File: config.mk
export PLATFORM = sky130hd
export DESIGN_NAME = fifo_ram
export DESIGN_NICKNAME = d
export VERILOG_FILES = /design/src/rtl/fifo_ram_pkg.sv /design/src/rtl/fifo_ram_ram_2p.sv /design/src/rtl/fifo_ram.sv
export SDC_FILE = /design/constraint.sdc
export NUM_CORES = 1
export LEC_CHECK = 0
export ABC_AREA = 1
export BUFFER_PORTS_ARGS = -buffer_cell sky130_fd_sc_hd__buf_2
export CAP_MARGIN = 20
export CORE_MARGIN = 4
export CORE_UTILIZATION = 59
export DETAILED_ROUTE_END_ITERATION = 12
export GPL_TIMING_DRIVEN = 0
export PLACE_DENSITY = 0.85
export SLEW_MARGIN = 30
export SYNTH_ARGS = -nofsm -noshare
export SYNTH_HDL_FRONTEND = slang
export SYNTH_SLANG_ARGS = --single-unit
File: constraint.sdc
create_clock -name clk -period 1.88 [get_ports clk]
set_input_delay 0.282 -clock clk [delete_from_list [all_inputs] [get_ports clk]]
set_output_delay 0.282 -clock clk [all_outputs]
set_load 0.05 [all_outputs]
File: src/rtl/fifo_ram_pkg.sv
// fifo_ram_pkg: shared constants for the fifo_ram codebase slice.
// Holds the status FSM encoding and the default word width / depth.
package fifo_ram_pkg;

  localparam int DEFAULT_DATA_WIDTH = 10;
  localparam int DEFAULT_ADDR_WIDTH = 3;

  // Status FSM encoding; the state port exposes these values directly.
  localparam logic [1:0] ST_EMPTY   = 2'd0;
  localparam logic [1:0] ST_PARTIAL = 2'd1;
  localparam logic [1:0] ST_FULL    = 2'd2;

endpackage

File: src/rtl/fifo_ram_ram_2p.sv
// ram_2p: simple dual-port storage, synchronous write, registered read.
// Contents have no reset so the array maps onto block RAM. A read and a
// write to the same address in one cycle return the old word.
module ram_2p
  import fifo_ram_pkg::*;
#(
  parameter int DATA_WIDTH = DEFAULT_DATA_WIDTH,
  parameter int ADDR_WIDTH = DEFAULT_ADDR_WIDTH
) (
  input  logic                  clk,
  input  logic                  wr_en,
  input  logic [ADDR_WIDTH-1:0] wr_addr,
  input  logic [DATA_WIDTH-1:0] wr_data,
  input  logic                  rd_en,
  input  logic [ADDR_WIDTH-1:0] rd_addr,
  output logic [DATA_WIDTH-1:0] rd_data
);

  localparam int DEPTH = 1 << ADDR_WIDTH;

  logic [DATA_WIDTH-1:0] mem [0:DEPTH-1];

  // Write port and registered read port share the single clock.
  always_ff @(posedge clk) begin
    if (wr_en) begin
      mem[wr_addr] <= wr_data;
    end
    if (rd_en) begin
      rd_data <= mem[rd_addr];
    end
  end

endmodule

File: src/rtl/fifo_ram.sv
// fifo_ram: synchronous FIFO on top of ram_2p with a 3-state status FSM,
// registered status flags and one-cycle overflow/underflow pulses.
// Optional build macro FIFO_THRESH_EN enables almost_full/almost_empty;
// without it both flags are tied low and AF_LEVEL/AE_LEVEL are unused.
module fifo_ram
  import fifo_ram_pkg::*;
#(
  parameter int DATA_WIDTH = DEFAULT_DATA_WIDTH,
  parameter int ADDR_WIDTH = DEFAULT_ADDR_WIDTH,
  parameter int AF_LEVEL   = 6,
  parameter int AE_LEVEL   = 2
) (
  input  logic                  clk,
  input  logic                  reset,
  input  logic [DATA_WIDTH-1:0] data_in,
  input  logic                  push,
  input  logic                  pop,
  output logic [DATA_WIDTH-1:0] data_out,
  output logic                  valid_out,
  output logic                  full,
  output logic                  empty,
  output logic                  almost_full,
  output logic                  almost_empty,
  output logic [ADDR_WIDTH:0]   count,
  output logic                  overflow,
  output logic                  underflow,
  output logic [1:0]            state
);

  localparam int                DEPTH_INT = 1 << ADDR_WIDTH;
  localparam logic [ADDR_WIDTH:0] DEPTH   = (ADDR_WIDTH+1)'(DEPTH_INT);
  localparam logic [ADDR_WIDTH:0] AF_LVL  = (ADDR_WIDTH+1)'(AF_LEVEL);
  localparam logic [ADDR_WIDTH:0] AE_LVL  = (ADDR_WIDTH+1)'(AE_LEVEL);

  logic [ADDR_WIDTH-1:0] wr_ptr_reg;
  logic [ADDR_WIDTH-1:0] rd_ptr_reg;
  logic [ADDR_WIDTH:0]   count_reg;
  logic [ADDR_WIDTH:0]   count_next;
  logic [1:0]            state_reg;
  logic [1:0]            state_next;
  logic                  valid_reg;
  logic                  overflow_reg;
  logic                  underflow_reg;
  logic [DATA_WIDTH-1:0] hold_reg;
  logic [DATA_WIDTH-1:0] ram_q;
  logic                  push_acc;
  logic                  pop_acc;

  // A pop needs a stored word; a push needs room, or a same-cycle pop to
  // free one. Push+pop on empty therefore accepts only the push.
  assign pop_acc  = pop  && (state_reg != ST_EMPTY);
  assign push_acc = push && ((state_reg != ST_FULL) || pop_acc);

  // Next occupancy: moves only when exactly one side is accepted.
  always_comb begin
    count_next = count_reg;
    case ({push_acc, pop_acc})
      2'b10:   count_next = count_reg + 1'b1;
      2'b01:   count_next = count_reg - 1'b1;
      default: count_next = count_reg;
    endcase
  end

  // Status FSM follows the occupancy that will hold after this edge.
  always_comb begin
    state_next = ST_PARTIAL;
    if (count_next == '0) begin
      state_next = ST_EMPTY;
    end else if (count_next == DEPTH) begin
      state_next = ST_FULL;
    end
  end

  ram_2p #(
    .DATA_WIDTH(DATA_WIDTH),
    .ADDR_WIDTH(ADDR_WIDTH)
  ) u_ram (
    .clk     (clk),
    .wr_en   (push_acc && !reset),
    .wr_addr (wr_ptr_reg),
    .wr_data (data_in),
    .rd_en   (pop_acc && !reset),
    .rd_addr (rd_ptr_reg),
    .rd_data (ram_q)
  );

  // Pointers, occupancy, FSM, read-valid and error pulses; reset wins.
  always_ff @(posedge clk) begin
    if (reset) begin
      wr_ptr_reg    <= '0;
      rd_ptr_reg    <= '0;
      count_reg     <= '0;
      state_reg     <= ST_EMPTY;
      valid_reg     <= 1'b0;
      overflow_reg  <= 1'b0;
      underflow_reg <= 1'b0;
    end else begin
      if (push_acc) begin
        wr_ptr_reg <= wr_ptr_reg + 1'b1;
      end
      if (pop_acc) begin
        rd_ptr_reg <= rd_ptr_reg + 1'b1;
      end
      count_reg     <= count_next;
      state_reg     <= state_next;
      valid_reg     <= pop_acc;
      overflow_reg  <= push && !push_acc;
      underflow_reg <= pop && !pop_acc;
    end
  end

  // The RAM output register cannot be reset, so the last delivered word is
  // kept here; data_out shows it whenever no fresh read is presented.
  always_ff @(posedge clk) begin
    if (reset) begin
      hold_reg <= '0;
    end else if (valid_reg) begin
      hold_reg <= ram_q;
    end
  end

  assign data_out  = valid_reg ? ram_q : hold_reg;
  assign valid_out = valid_reg;
  assign count     = count_reg;
  assign state     = state_reg;
  assign full      = (state_reg == ST_FULL);
  assign empty     = (state_reg == ST_EMPTY);
  assign overflow  = overflow_reg;
  assign underflow = underflow_reg;

`ifdef FIFO_THRESH_EN
  logic almost_full_reg;
  logic almost_empty_reg;

  // Threshold flags track the post-edge occupancy like the other flags.
  always_ff @(posedge clk) begin
    if (reset) begin
      almost_full_reg  <= 1'b0;
      almost_empty_reg <= 1'b1;
    end else begin
      almost_full_reg  <= (count_next >= AF_LVL);
      almost_empty_reg <= (count_next <= AE_LVL);
    end
  end

  assign almost_full  = almost_full_reg;
  assign almost_empty = almost_empty_reg;
`else
  logic unused_levels;
  assign unused_levels = ^{AF_LVL, AE_LVL};
  assign almost_full   = 1'b0;
  assign almost_empty  = 1'b0;
`endif

endmodule

# Word level (Yosys, flattened, before mapping)
# Memories as Yosys holds them, arrays and structs flattened. A register that Yosys moved wholly into a read port is not among the register bits.
# Cells that the tools add are included.
dict set report word_totals {
  mem_bits_rw 80
  mem_count 1
  regBits 25
  output_inout_bits 23
  inputBits 14
  wordCells 37
}
# name depth width read_ports rd_ports_with_merged_regs wr line_no
set memory_table {}
lappend memory_table {u_ram.mem 8 10 1 1 1 fifo_ram_ram_2p.sv:21} ;# logic [DATA_WIDTH-1:0] mem [0:DEPTH-1];
dict set report op_classes {
  n_eq_ne 5
  mux 5
  reduce_logical 14
  n_addsub 4
}
# op count
set ops {}
lappend ops {{$mux 10} 1}
lappend ops {{$pmux 4 s2} 1}
lappend ops {{$add 3x1->3 const B} 2}
lappend ops {{$logic_and 1x1->1} 6}
lappend ops {{$add 4x1->4 const B} 1}
lappend ops {{$eq 2x2->1 const B} 2}
lappend ops {{$eq 4x4->1 const B} 1}
lappend ops {{$logic_not 4->1} 1}
lappend ops {{$sub 4x1->4 const B} 1}
lappend ops {{$logic_not 1->1} 3}
lappend ops {{$eq 2x1->1 const B} 1}
lappend ops {{$logic_not 2->1} 1}
lappend ops {{$mux 1} 2}
lappend ops {{$mux 2} 1}
lappend ops {{$ne 2x2->1 const B} 1}
lappend ops {{$reduce_bool 2->1} 1}
lappend ops {{$reduce_or 2->1} 1}
lappend ops {{$logic_or 1x1->1} 1}

# Depth between registers and ports, before layout
# Gate-level depths: netlist (run 1).
dict set report depth {
  ltp_word 8
  ltp_mapped 12
  depth_no_buf 12
}

# Cells and area by module
# Synthesis (run 1) repeated with hierarchy kept, for this count alone.
dict set report hier_totals {
  cells_unflattened 526
  hier_area_um2 5062.4
}
# module cells_each seq_area_each_um2 n_inst area_per_inst_um2
set by_module_without_submodules {}
lappend by_module_without_submodules {ram_2p 374 2702.6 1 3913.8}
lappend by_module_without_submodules {fifo_ram 152 500.5 1 1148.6}

# Least setup slack after synthesis (run 1)
# OpenSTA, ideal clock, no wires.
dict set report synth_timing {
  kind {register to register}
  startpoint {reg state_reg[1], in the netlist state[1]}
  endpoint {reg state_reg[1], in the netlist state[1]}
  period_less_slack_ns 2.340
  arrival_ns 2.227
  slack_ns -0.460
  path_buffers 0
  required_time_ns 1.767
  stages_incl_launch_ff 12
  path_cell_list {dfxtp_1 -> nor2_2 -> nor2_2 -> nand2_2 -> inv_1 -> ha_1 -> a21oi_1 -> nand3_1 -> nand2_1 -> nand3_1 -> nand3_1 -> nor2_1}
}
dict set report synth_between {
  elab_chain_cells 8
  elab_cells_between_ends 12
  classes_between {4 x eq/ne; 2 x mux; 6 x reduce/logical}
}
# item line_no
set synth_lines {}
lappend synth_lines {{start: declaration} fifo_ram.sv:39} ;# logic [1:0] state_reg;
lappend synth_lines {{start signal: assignment} fifo_ram.sv:105} ;# state_reg <= state_next;
lappend synth_lines {{$reduce_bool 2->1} fifo_ram.sv:51} ;# assign pop_acc = pop && (state_reg != ST_EMPTY);
lappend synth_lines {{$logic_and 1x1->1} fifo_ram.sv:51}
lappend synth_lines {{$logic_or 1x1->1} fifo_ram.sv:52} ;# assign push_acc = push && ((state_reg != ST_FULL) || pop_acc);
lappend synth_lines {{$logic_and 1x1->1} fifo_ram.sv:52}
lappend synth_lines {{$eq 2x1->1 or $eq 2x2->1 (tied branches)} fifo_ram.sv:57} ;# case ({push_acc, pop_acc})
lappend synth_lines {{$pmux 4 s2 *} fifo_ram.sv:57}
lappend synth_lines {{$eq 4x4->1 or $logic_not 4->1 (tied branches)} {fifo_ram.sv:69, fifo_ram.sv:67}}
lappend synth_lines {{$mux 2 or $reduce_or 2->1 (tied branches)} -}
# Every way passes the cells marked *; elsewhere a longest branch is shown, timed or not.
# A chain may end at the register's enable or synchronous reset.

# Final worst setup path (run 1)
dict set report layout_timing {
  startpoint {reg state_reg[1], in the netlist state[1]}
  endpoint {mem u_ram.mem[4][6] (netlist name) (enable)}
}
dict set report layout_between {
  elab_chain_cells 7
  elab_cells_between_ends 8
  classes_between {1 x eq/ne; 2 x mux; 5 x reduce/logical}
}
# item line_no
set layout_lines {}
lappend layout_lines {{$reduce_bool 2->1} fifo_ram.sv:51}
lappend layout_lines {{$logic_and 1x1->1} fifo_ram.sv:51}
lappend layout_lines {{$logic_or 1x1->1 *} fifo_ram.sv:52}
lappend layout_lines {{$logic_and 1x1->1 *} fifo_ram.sv:52}
lappend layout_lines {{$logic_and 1x1->1 *} fifo_ram.sv:79} ;# .wr_en (push_acc && !reset),
lappend layout_lines {{$mux 1 *} fifo_ram_ram_2p.sv:25} ;# if (wr_en) begin
lappend layout_lines {{$mux 1 (not written as such) *} fifo_ram_ram_2p.sv:26} ;# mem[wr_addr] <= wr_data;
lappend layout_lines {{end: declaration} fifo_ram_ram_2p.sv:21}
# Marked as above.

==> results.sh, run 1 <==
export IMPL_skew_ns=0.00929
export IMPL_cp_start_kind="register"
export IMPL_slowest_stage="nor2_2"
export IMPL_diodes=0
export IMPL_antenna_found_initial=0
export IMPL_hold_viol=0
export IMPL_max_freq_mhz=524
export IMPL_wirelength_mm=10.3
export IMPL_place_inst=544
export IMPL_numCtsBuffers=17
export IMPL_overflow=0
export IMPL_status="finished, violations left"
export IMPL_total_power_w=0.00696
export IMPL_ant_nets=0
export IMPL_cp_arrival_ns=2.06
export IMPL_hold_ws_ns=0.0520
export IMPL_crit_family="simple AND/OR/NAND/NOR gates"
export IMPL_avgSynthCellArea_um2=11.1
export IMPL_yosysSeqAreaShare_pct=70.1
export IMPL_drive_gt1_share_pct=21.8
export IMPL_cts_setup_buffers=0
export IMPL_nets=484
export IMPL_p_clk_share_pct=46.2
export IMPL_period_needed_ns=1.91
export IMPL_die_y_um=96.0
export IMPL_wl_per_cell_um=17.9
export IMPL_min_path_type="input port to register"
export IMPL_vias_per_cell=5.66
export IMPL_grt_pass1_vias=3238
export IMPL_period_share_pct=102
export IMPL_drv_cap=0
export IMPL_ir_drop_mv=0.702
export IMPL_combPwrFrac_pct=12.0
export IMPL_path_cells="inv_1, nor2_2, nand2_2, nand2_2, inv_2, nand3_1, nor2_2"
export IMPL_ys_ff_latch=115
export IMPL_top_level_ports=37
export IMPL_setup_viol=20
export IMPL_cts_sinks=115
export IMPL_static_leakage_power_nw=2.12
export IMPL_grt_max_degree=17
export IMPL_endpoint_kind="register"
export IMPL_crit_required_ns=2.03
export IMPL_cts_path_max_buffers=2
export IMPL_dieArea_um2=9220
export IMPL_layout_cells_most_common="edfxtp_1"
export IMPL_drc=0
export IMPL_num_vias=3268
export IMPL_failed_checks="negative setup slack"
export IMPL_grt_pass1_wl_mm=16.3
export IMPL_core_um2=7410
export IMPL_critPathKind="register to register"
export IMPL_portBuffers=33
export IMPL_start_util_pct=61.7
export IMPL_grt_setup_unrepaired="true"
export IMPL_tightest_slew_ns=0.793
export IMPL_slew_headroom_pct=46.9
export IMPL_p_per_area_nw_per_um2=1260
export IMPL_crit_buf_inv=2
export IMPL_place_hpwl_mm=6.32
export IMPL_root_buffer="clkbuf_8"
export IMPL_gp_congestion=0.839
export IMPL_layout_cells_non_filler=577
export IMPL_synth_cell_types=28
export IMPL_final_cell_mix="edfxtp_1, nand2_1, nor2_1"
export IMPL_finalMaxSlewViolations=0
export IMPL_syn_area_um2=4570
export IMPL_switching_share_pct=26.8
export IMPL_setup_slack_ns=-0.0283
export IMPL_critPathMaxStageDelay_ns=0.54
export IMPL_track_usage_pct=24.7
export IMPL_clk_pin_slew_worst_paths_ns=0.06
export IMPL_areaGrowthSynthToFinish_pct=21.2
export IMPL_power_internal_w=0.00510
export IMPL_ys_warn_count=0
export IMPL_die_x_um=96.0
export IMPL_largest_reg_flops=80
export IMPL_dr_pass1_iters=5
export IMPL_syn_inst=411
export IMPL_rows=31
export IMPL_clock_latency_ns=0.52
export IMPL_h_tree_depth=4
export IMPL_drtIter0Drc=256
export IMPL_seqPwrFrac_pct=41.7
export IMPL_crit_fanout=10
export IMPL_switchingPower_w=0.00186
export IMPL_cts_tree="done"
-- final timing paths --
check	start	to	slack (ns)	cells after the start
max	state[1]	u_ram.mem[4][6]	-0.03	7
min	data_in[2]	u_ram.mem[1][2]	0.05	1
max reg2reg	state[1]	u_ram.mem[4][6]	-0.03	7
min reg2reg	hold_reg[6]	hold_reg[6]	0.47	2
-- metrics by stage --
step / setup WS (ns) / TNS [ns] / area, um2 / util [%]
2_1_floorplan: 0.00810 / 0 / 4610 / -
3_3_place_gp: -0.0797 / -2.52 / 4900 / 66.2
3_5_place_dp: -0.183 / -4.92 / 4900 / 66.2
4_1_cts: -0.160 / -4.33 / 5500 / 74.3
5_1_grt: -0.174 / -8.31 / 5540 / 74.8
6_report: -0.0283 / -0.493 / 5540 / 74.8
-- layer usage --
metal  GRT usage (%)  routed length (um)  vias to the layer above  part of all wire [%]
met2            41.9                5280                      146                    51
met1            29.9                4120                     1571                    40
met5               0                   0                        -                     0
met3            7.58                 745                       20                   7.2
li1                -                   -                     1531                     -
met4            8.18                 192                        0                   1.9
-- final cells by class --
class / instances / area [um2]
timing repair inverter: 1 / 5.00
tap: 99 / 124
clock buffer: 17 / 414
sequential: 115 / 3210
buffer: 19 / 91.3
fill: 455 / 1870
clock inverter: 15 / 183
timing repair buffer: 33 / 170
inverter: 20 / 78.8
multi-input combinational: 258 / 1260
-- logic make-up (layout without fill, tap and decap cells) --
kind of cell,after synthesis,count (layout),synth area share (%)
simple gates,168,168,14.9
flops,115,115,70.1
compound gates,82,82,9.66
buf+inv,39,105,3.56
fa+ha+maj,5,5,1.53
other cells,1,2,0.0820
xor+xnor,1,1,0.192
-- timing repair --
item | CTS | global route
gates resized for setup | 2 | 10
hold buffers | 0 | 0
setup endpoints to repair | 50 | 92
gates cloned | 0 | 1
-- synthesized netlist by cell type --
cell      instances  area share (%)
o21ai_0          31             3.4
dfxtp_1          25              11
clkinv_1          2            0.16
o21ai_4           1            0.36
inv_1            15             1.2
nor2_2            3            0.41
clkbuf_1          9            0.74
nand2_2           3            0.41
buf_4             2            0.33
a21oi_2           1            0.19
xor2_1            1            0.19
o21ai_1          13             1.4
fa_1              1            0.44
nor3_1            2            0.22
a21oi_1          25             2.7
inv_2             3            0.25
buf_1             1           0.082
nand3b_1          1            0.16
nand3_2           2            0.44
buf_2             7            0.77
nand3_1          14             1.5
nand2_1          77             6.3
a31oi_1          10             1.4
conb_1            1           0.082
ha_1              4             1.1
o21ai_2           1            0.19
nor2_1           66             5.4
edfxtp_1         90              59
-- power by group through the flow --
stage	Sequential [W]	Clock, W	Combinational [W]
floorplan	0.00302	0	0.000511
global placement	0.00295	0	0.000773
detailed placement	0.00295	0	0.000807
CTS	0.00290	0.00323	0.000825
global route	0.00291	0.00337	0.000912
finish	0.00290	0.00321	0.000838
No activity file was read; power rests on OpenSTA's default activity.
==> inputs of run 2 (changes only) <==
--- a/config.mk
+++ b/config.mk
@@ -12,7 +12,7 @@
 export CORE_UTILIZATION = 59
 export DETAILED_ROUTE_END_ITERATION = 12
 export GPL_TIMING_DRIVEN = 0
-export PLACE_DENSITY = 0.85
+export PLACE_DENSITY = 0.77
 export SLEW_MARGIN = 30
 export SYNTH_ARGS = -nofsm -noshare
 export SYNTH_HDL_FRONTEND = slang
==> run 2 against run 1 <==
  * Core utilization rose by 0.051 points
  * Cell area barely moved
  * Final cell count fell by 0.17%
  * Combinational power fell by 0.5%
  * Fmax rose by 3.9%
  * Global-route usage fell by 2.4 points
  * The run now ends clean
==> results.sh, run 2 (synthesis gave the netlist of run 1 again) <==
export IMPL_status="completed"
export IMPL_drc=0
export IMPL_r2r_end="u_ram.mem[3][6]"
export IMPL_cts_tree="done"
export IMPL_hold_path_depth=1
export IMPL_cts_setup_buffers=0
export IMPL_p_per_area_nw_per_um2=1240
export IMPL_setup_viol=0
export IMPL_drv_cap=0
export IMPL_period_share_pct=97.7
export IMPL_vias_per_cell=5.40
export IMPL_largest_reg_flops=80
export IMPL_cts_path_max_buffers=2
export IMPL_grt_pass1_vias=2988
export IMPL_tightest_slew_ns=0.740
export IMPL_rows=31
export IMPL_crit_required_ns=2.02
export IMPL_critPathKind="register to register"
export IMPL_drive_gt1_share_pct=21.4
export IMPL_nets=483
export IMPL_min_delay_start="data_in[4]"
export IMPL_nFillCells=464
export IMPL_portBuffers=33
export IMPL_path_cells="inv_1, nor2_2, nand2_2, nand2_2, nor2_1, nand2_1, nor2_2"
export IMPL_crit_buf_inv=1
export IMPL_finalMaxSlewViolations=0
export IMPL_areaGrowthSynthToFinish_pct=21.2
export IMPL_core_um2=7410
export IMPL_fin_area_um2=5540
export IMPL_top_level_ports=37
export IMPL_slowest_stage="nor2_2"
export IMPL_ir_drop_mv=0.830
export IMPL_die_x_um=96.0
export IMPL_slew_headroom_pct=50.5
export IMPL_endpoint_kind="register"
export IMPL_drtIter0Drc=329
export IMPL_skew_ns=0.00767
export IMPL_cp_start_kind="register"
export IMPL_grt_max_degree=17
export IMPL_antenna_found_initial=0
export IMPL_crit_fanout=10
export IMPL_min_path_type="input port to register"
export IMPL_gp_congestion=0.839
export IMPL_diodes=0
export IMPL_r2r_cells=7
export IMPL_wl_per_cell_um=16.4
export IMPL_final_seq_area_um2=3210
export IMPL_critPathMaxStageDelay_ns=0.51
export IMPL_layout_cells_most_common="edfxtp_1"
export IMPL_max_freq_mhz=545
export IMPL_clk_pin_slew_worst_paths_ns=0.05
export IMPL_h_tree_depth=4
export IMPL_die_y_um=96.0
export IMPL_ant_nets=0
export IMPL_dr_pass1_iters=5
export IMPL_dieArea_um2=9220
export IMPL_overflow=0
export IMPL_wirelength_mm=9.47
export IMPL_crit_family="simple AND/OR/NAND/NOR gates"
export IMPL_cts_resized=5
export IMPL_place_hpwl_mm=6.30
export IMPL_tns_ns=0
export IMPL_num_vias=3112
export IMPL_hold_buffers=0
export IMPL_crit_cells=7
export IMPL_period_needed_ns=1.84
export IMPL_root_buffer="clkbuf_8"
export IMPL_start_util_pct=61.7
export IMPL_hold_viol=0
export IMPL_total_power_w=0.00690
export IMPL_place_area_um2=4900
export IMPL_grt_pass1_wl_mm=14.8
export IMPL_final_cell_mix="edfxtp_1, nand2_1, nor2_1"
export IMPL_track_usage_pct=22.3
export IMPL_min_to="u_ram.mem[4][4]"
export IMPL_multi_input_area_um2=1250
export IMPL_static_leakage_power_nw=2.11
export IMPL_grt_setup_unrepaired="true"
export IMPL_numCtsBuffers=17
export IMPL_r2r_start="state[1]"
export IMPL_cp_arrival_ns=1.98
export IMPL_clock_latency_ns=0.51
export IMPL_cts_sinks=115
export IMPL_rrSetupSlack_ns=0.04
run 2: worst max-delay path by stage:
| stage | start | to | slack, ns |
|---|---|---|---|
| after floorplan | state[0] | state[1] | 0.008 |
| after global placement | pop | u_ram.mem[0][7] | -0.1 |
| after detailed placement | pop | u_ram.mem[6][3] | -0.21 |
| after CTS | state[1] | u_ram.mem[0][4] | 0.01 |
| after global routing | state[1] | u_ram.mem[1][9] | -0.06 |
| final | state[1] | u_ram.mem[3][6] | 0.04 |
run 2: metal layers:
metal  routed length (um)  GRT usage [%]  vias up
li1                     -              -     1530
met1                 3880           28.5     1443
met2                 4700           36.2      127
met3                  784           6.57       12
met4                  104           8.18        0
met5                    0              0        -
run 2: cell type report:
type / count / area share, %
Buffer: 19 / 1.65
Inverter: 20 / 1.42
Clock inverter: 15 / 3.30
Clock buffer: 17 / 7.47
Tap cell: 99 / 2.23
Timing Repair Buffer: 33 / 3.43
Multi-Input combinational cell: 258 / 22.6
Sequential cell: 115 / 57.9
run 2: power by group:
| group | total (W) | leakage [nW] | switching, W | internal, W |
|---|---|---|---|---|
| combinational | 0.000834 | 0.812 | 0.000606 | 0.000228 |
| clock | 0.00316 | 0.282 | 0.00114 | 0.00202 |
| sequential | 0.00290 | 1.02 | 0.0000563 | 0.00284 |
run 2: through the flow:
stage / std cells / setup WS, ns / hold WS [ns] / utilization [%]
final: 576 / 0.0442 / 0.0506 / 74.8
after global routing: 576 / -0.0638 / 0.0487 / 74.8
after CTS: 576 / 0.0136 / 0.0423 / 74.4
after detailed placement: 544 / -0.206 / 0.466 / 66.2
after global placement: 544 / -0.0964 / 0.456 / 66.2
after floorplan: 412 / 0.00810 / 0.381 / -
run 2: worst reg2reg max path, delay by kind of cell, from the launching register on:
kind	cells	cell delay, ns
buffers and inverters	1	0.07
flip-flops	1	0.37
AND/OR/NAND/NOR	6	1.04
==> inputs of run 3 (changes only) <==
--- a/config.mk
+++ b/config.mk
@@ -6,7 +6,7 @@
 export NUM_CORES = 1
 export LEC_CHECK = 0
 export ABC_AREA = 1
-export BUFFER_PORTS_ARGS = -buffer_cell sky130_fd_sc_hd__buf_2
+export BUFFER_PORTS_ARGS = -buffer_cell sky130_fd_sc_hd__buf_4
 export CAP_MARGIN = 20
 export CORE_MARGIN = 4
 export CORE_UTILIZATION = 59
==> run 3 against run 2 <==
  * The flow now finishes with violations (negative setup slack)
  * Core utilization up 3.2 points
  * Die area unchanged
  * Flip-flop and latch count unchanged
  * Combinational power up 9.4%
  * Cell area up 4.2%
  * Clock skew up 0.0014 ns
  * Via count up 4.0%
  * Register-to-register slack worse by 0.096 ns
  * Critical path type unchanged
  * Largest power group unchanged
==> results.sh, run 3 (synthesis gave the netlist of run 1 again) <==
export IMPL_overflow=0
export IMPL_static_leakage_power_nw=2.22
export IMPL_skew_ns=0.00910
export IMPL_finalMaxSlewViolations=0
export IMPL_critPathKind="register to register"
export IMPL_layout_cells_non_filler=587
export IMPL_cts_sinks=115
export IMPL_setup_slack_ns=-0.0520
export IMPL_endpoint_kind="register"
export IMPL_vias_per_cell=5.52
export IMPL_grt_pass1_wl_mm=15.9
export IMPL_min_path_type="input port to register"
export IMPL_dr_pass1_iters=5
export IMPL_period_share_pct=103
export IMPL_clock_latency_ns=0.51
export IMPL_num_vias=3238
export IMPL_dieArea_um2=9220
export IMPL_h_tree_depth=4
export IMPL_place_inst=544
export IMPL_diodes=0
export IMPL_path_cells="inv_1, nor2_2, nand2_2, nand2_2, nor2_1, nand2_1, nor2_2"
export IMPL_die_y_um=96.0
export IMPL_drive_gt1_share_pct=21.7
export IMPL_clk_pin_slew_worst_paths_ns=0.06
export IMPL_failed_checks="negative setup slack"
export IMPL_drtIter0Drc=295
export IMPL_cts_tree="done"
export IMPL_gp_congestion=0.812
export IMPL_drv_cap=0
export IMPL_final_cell_mix="edfxtp_1, nand2_1, nor2_1"
export IMPL_power_internal_w=0.00547
export IMPL_crit_fanout=10
export IMPL_grt_max_degree=17
export IMPL_portBuffers=33
export IMPL_root_buffer="clkbuf_8"
export IMPL_hold_viol=0
export IMPL_max_freq_mhz=518
export IMPL_wl_per_cell_um=17.1
export IMPL_period_needed_ns=1.93
export IMPL_grt_setup_unrepaired="true"
export IMPL_numCtsBuffers=17
export IMPL_critPathMaxStageDelay_ns=0.55
export IMPL_rows=31
export IMPL_status="finished, violations left"
export IMPL_pre_cts_slack_ns=-0.188
export IMPL_switchingPower_w=0.00184
export IMPL_track_usage_pct=24.1
export IMPL_p_per_area_nw_per_um2=1260
export IMPL_layout_cells_most_common="edfxtp_1"
export IMPL_place_hpwl_mm=6.12
export IMPL_tightest_slew_ns=0.816
export IMPL_slowest_stage="nor2_2"
export IMPL_areaGrowthSynthToFinish_pct=26.4
export IMPL_switching_share_pct=25.2
export IMPL_antenna_found_initial=0
export IMPL_top_level_ports=37
export IMPL_nets=494
export IMPL_setup_viol=30
export IMPL_wirelength_mm=10.0
export IMPL_combPwrFrac_pct=12.5
export IMPL_ant_nets=0
export IMPL_slew_headroom_pct=45.4
export IMPL_grt_pass1_vias=3209
export IMPL_largest_reg_flops=80
export IMPL_p_clk_share_pct=47.8
export IMPL_cp_arrival_ns=2.07
export IMPL_seqPwrFrac_pct=39.7
export IMPL_nFillCells=433
export IMPL_crit_required_ns=2.02
export IMPL_drc=0
export IMPL_start_util_pct=61.7
export IMPL_cts_path_max_buffers=2
export IMPL_die_x_um=96.0
export IMPL_ir_drop_mv=0.812
export IMPL_core_um2=7410
export IMPL_cp_start_kind="register"
-- run 3: changes by cell type in the layout (fill, tap and decap cells not counted), sizes merged --
| cell | change |
|---|---|
| buf | +13 |
| clkinvlp | -1 |
| clkbuf | -9 |
| clkinv | -3 |
| dlygate4sd3 | +8 |
| inv | +1 |
| bufinv | +2 |
-- run 3: layout make-up --
type	count	area, um2	share of cell area (%)
multi-input combinational	258	1270	22.0
clock inverter	14	225	3.90
tap	99	124	2.14
timing repair buffer	44	350	6.06
inverter	20	76.3	1.32
clock buffer	18	428	7.41
buffer	19	91.3	1.58
sequential	115	3210	55.6
-- run 3: what timing repair did --
action / 4_1_cts / 5_1_grt
setup buffers: 0 / 3
hold endpoints to repair: 44 / 4
gates resized for setup: 3 / 9
pin swaps: 0 / 3
hold buffers: 7 / 1
endpoints found under the setup margin: 50 / 91
-- run 3: worst max-delay path: cells and delay by family, from the launching register on --
family                 cells  cell delay (ns)
AND/OR/NAND/NOR            6             1.12
flip-flops                 1             0.37
buffers and inverters      1             0.07
-- run 3: final timing paths --
kind / startpoint / depth (start not counted) / slack (ns) / end
hold reg to reg: hold_reg[6] / 2 / 0.47 / hold_reg[6]
setup reg to reg: state[1] / 7 / -0.05 / u_ram.mem[3][2]
hold / removal: data_in[1] / 1 / 0.02 / u_ram.mem[5][1]
setup / recovery: state[1] / 7 / -0.05 / u_ram.mem[3][2]
-- run 3: stage by stage --
step	hold WS, ns	cell area [um2]	power (W)	util [%]	setup TNS (ns)
floorplan	0.381	4610	0.00354	-	0
finish	0.0211	5780	0.00730	78.0	-0.851
global placement	0.456	4990	0.00377	67.3	-2.57
detailed placement	0.460	4990	0.00380	67.3	-5.76
CTS	0.00116	5710	0.00730	77.1	-4.47
global route	0.0118	5780	0.00757	78.0	-7.75
-- run 3: layer usage --
layer	vias to the layer above	GRT usage [%]	share of wire (%)
met4	0	7.11	1.4
met2	143	40.4	51
met1	1536	29.2	39
met5	-	0	0
li1	1544	-	-
met3	15	8.84	8.3
-- run 3: power by group through the flow --
| stage | Combinational [W] | Sequential (W) | Clock [W] |
|---|---|---|---|
| 2_1_floorplan | 0.000511 | 0.00302 | 0 |
| 3_3_place_gp | 0.000821 | 0.00295 | 0 |
| 3_5_place_dp | 0.000848 | 0.00295 | 0 |
| 4_1_cts | 0.000878 | 0.00290 | 0.00352 |
| 5_1_grt | 0.000990 | 0.00291 | 0.00367 |
| 6_report | 0.000912 | 0.00290 | 0.00349 |
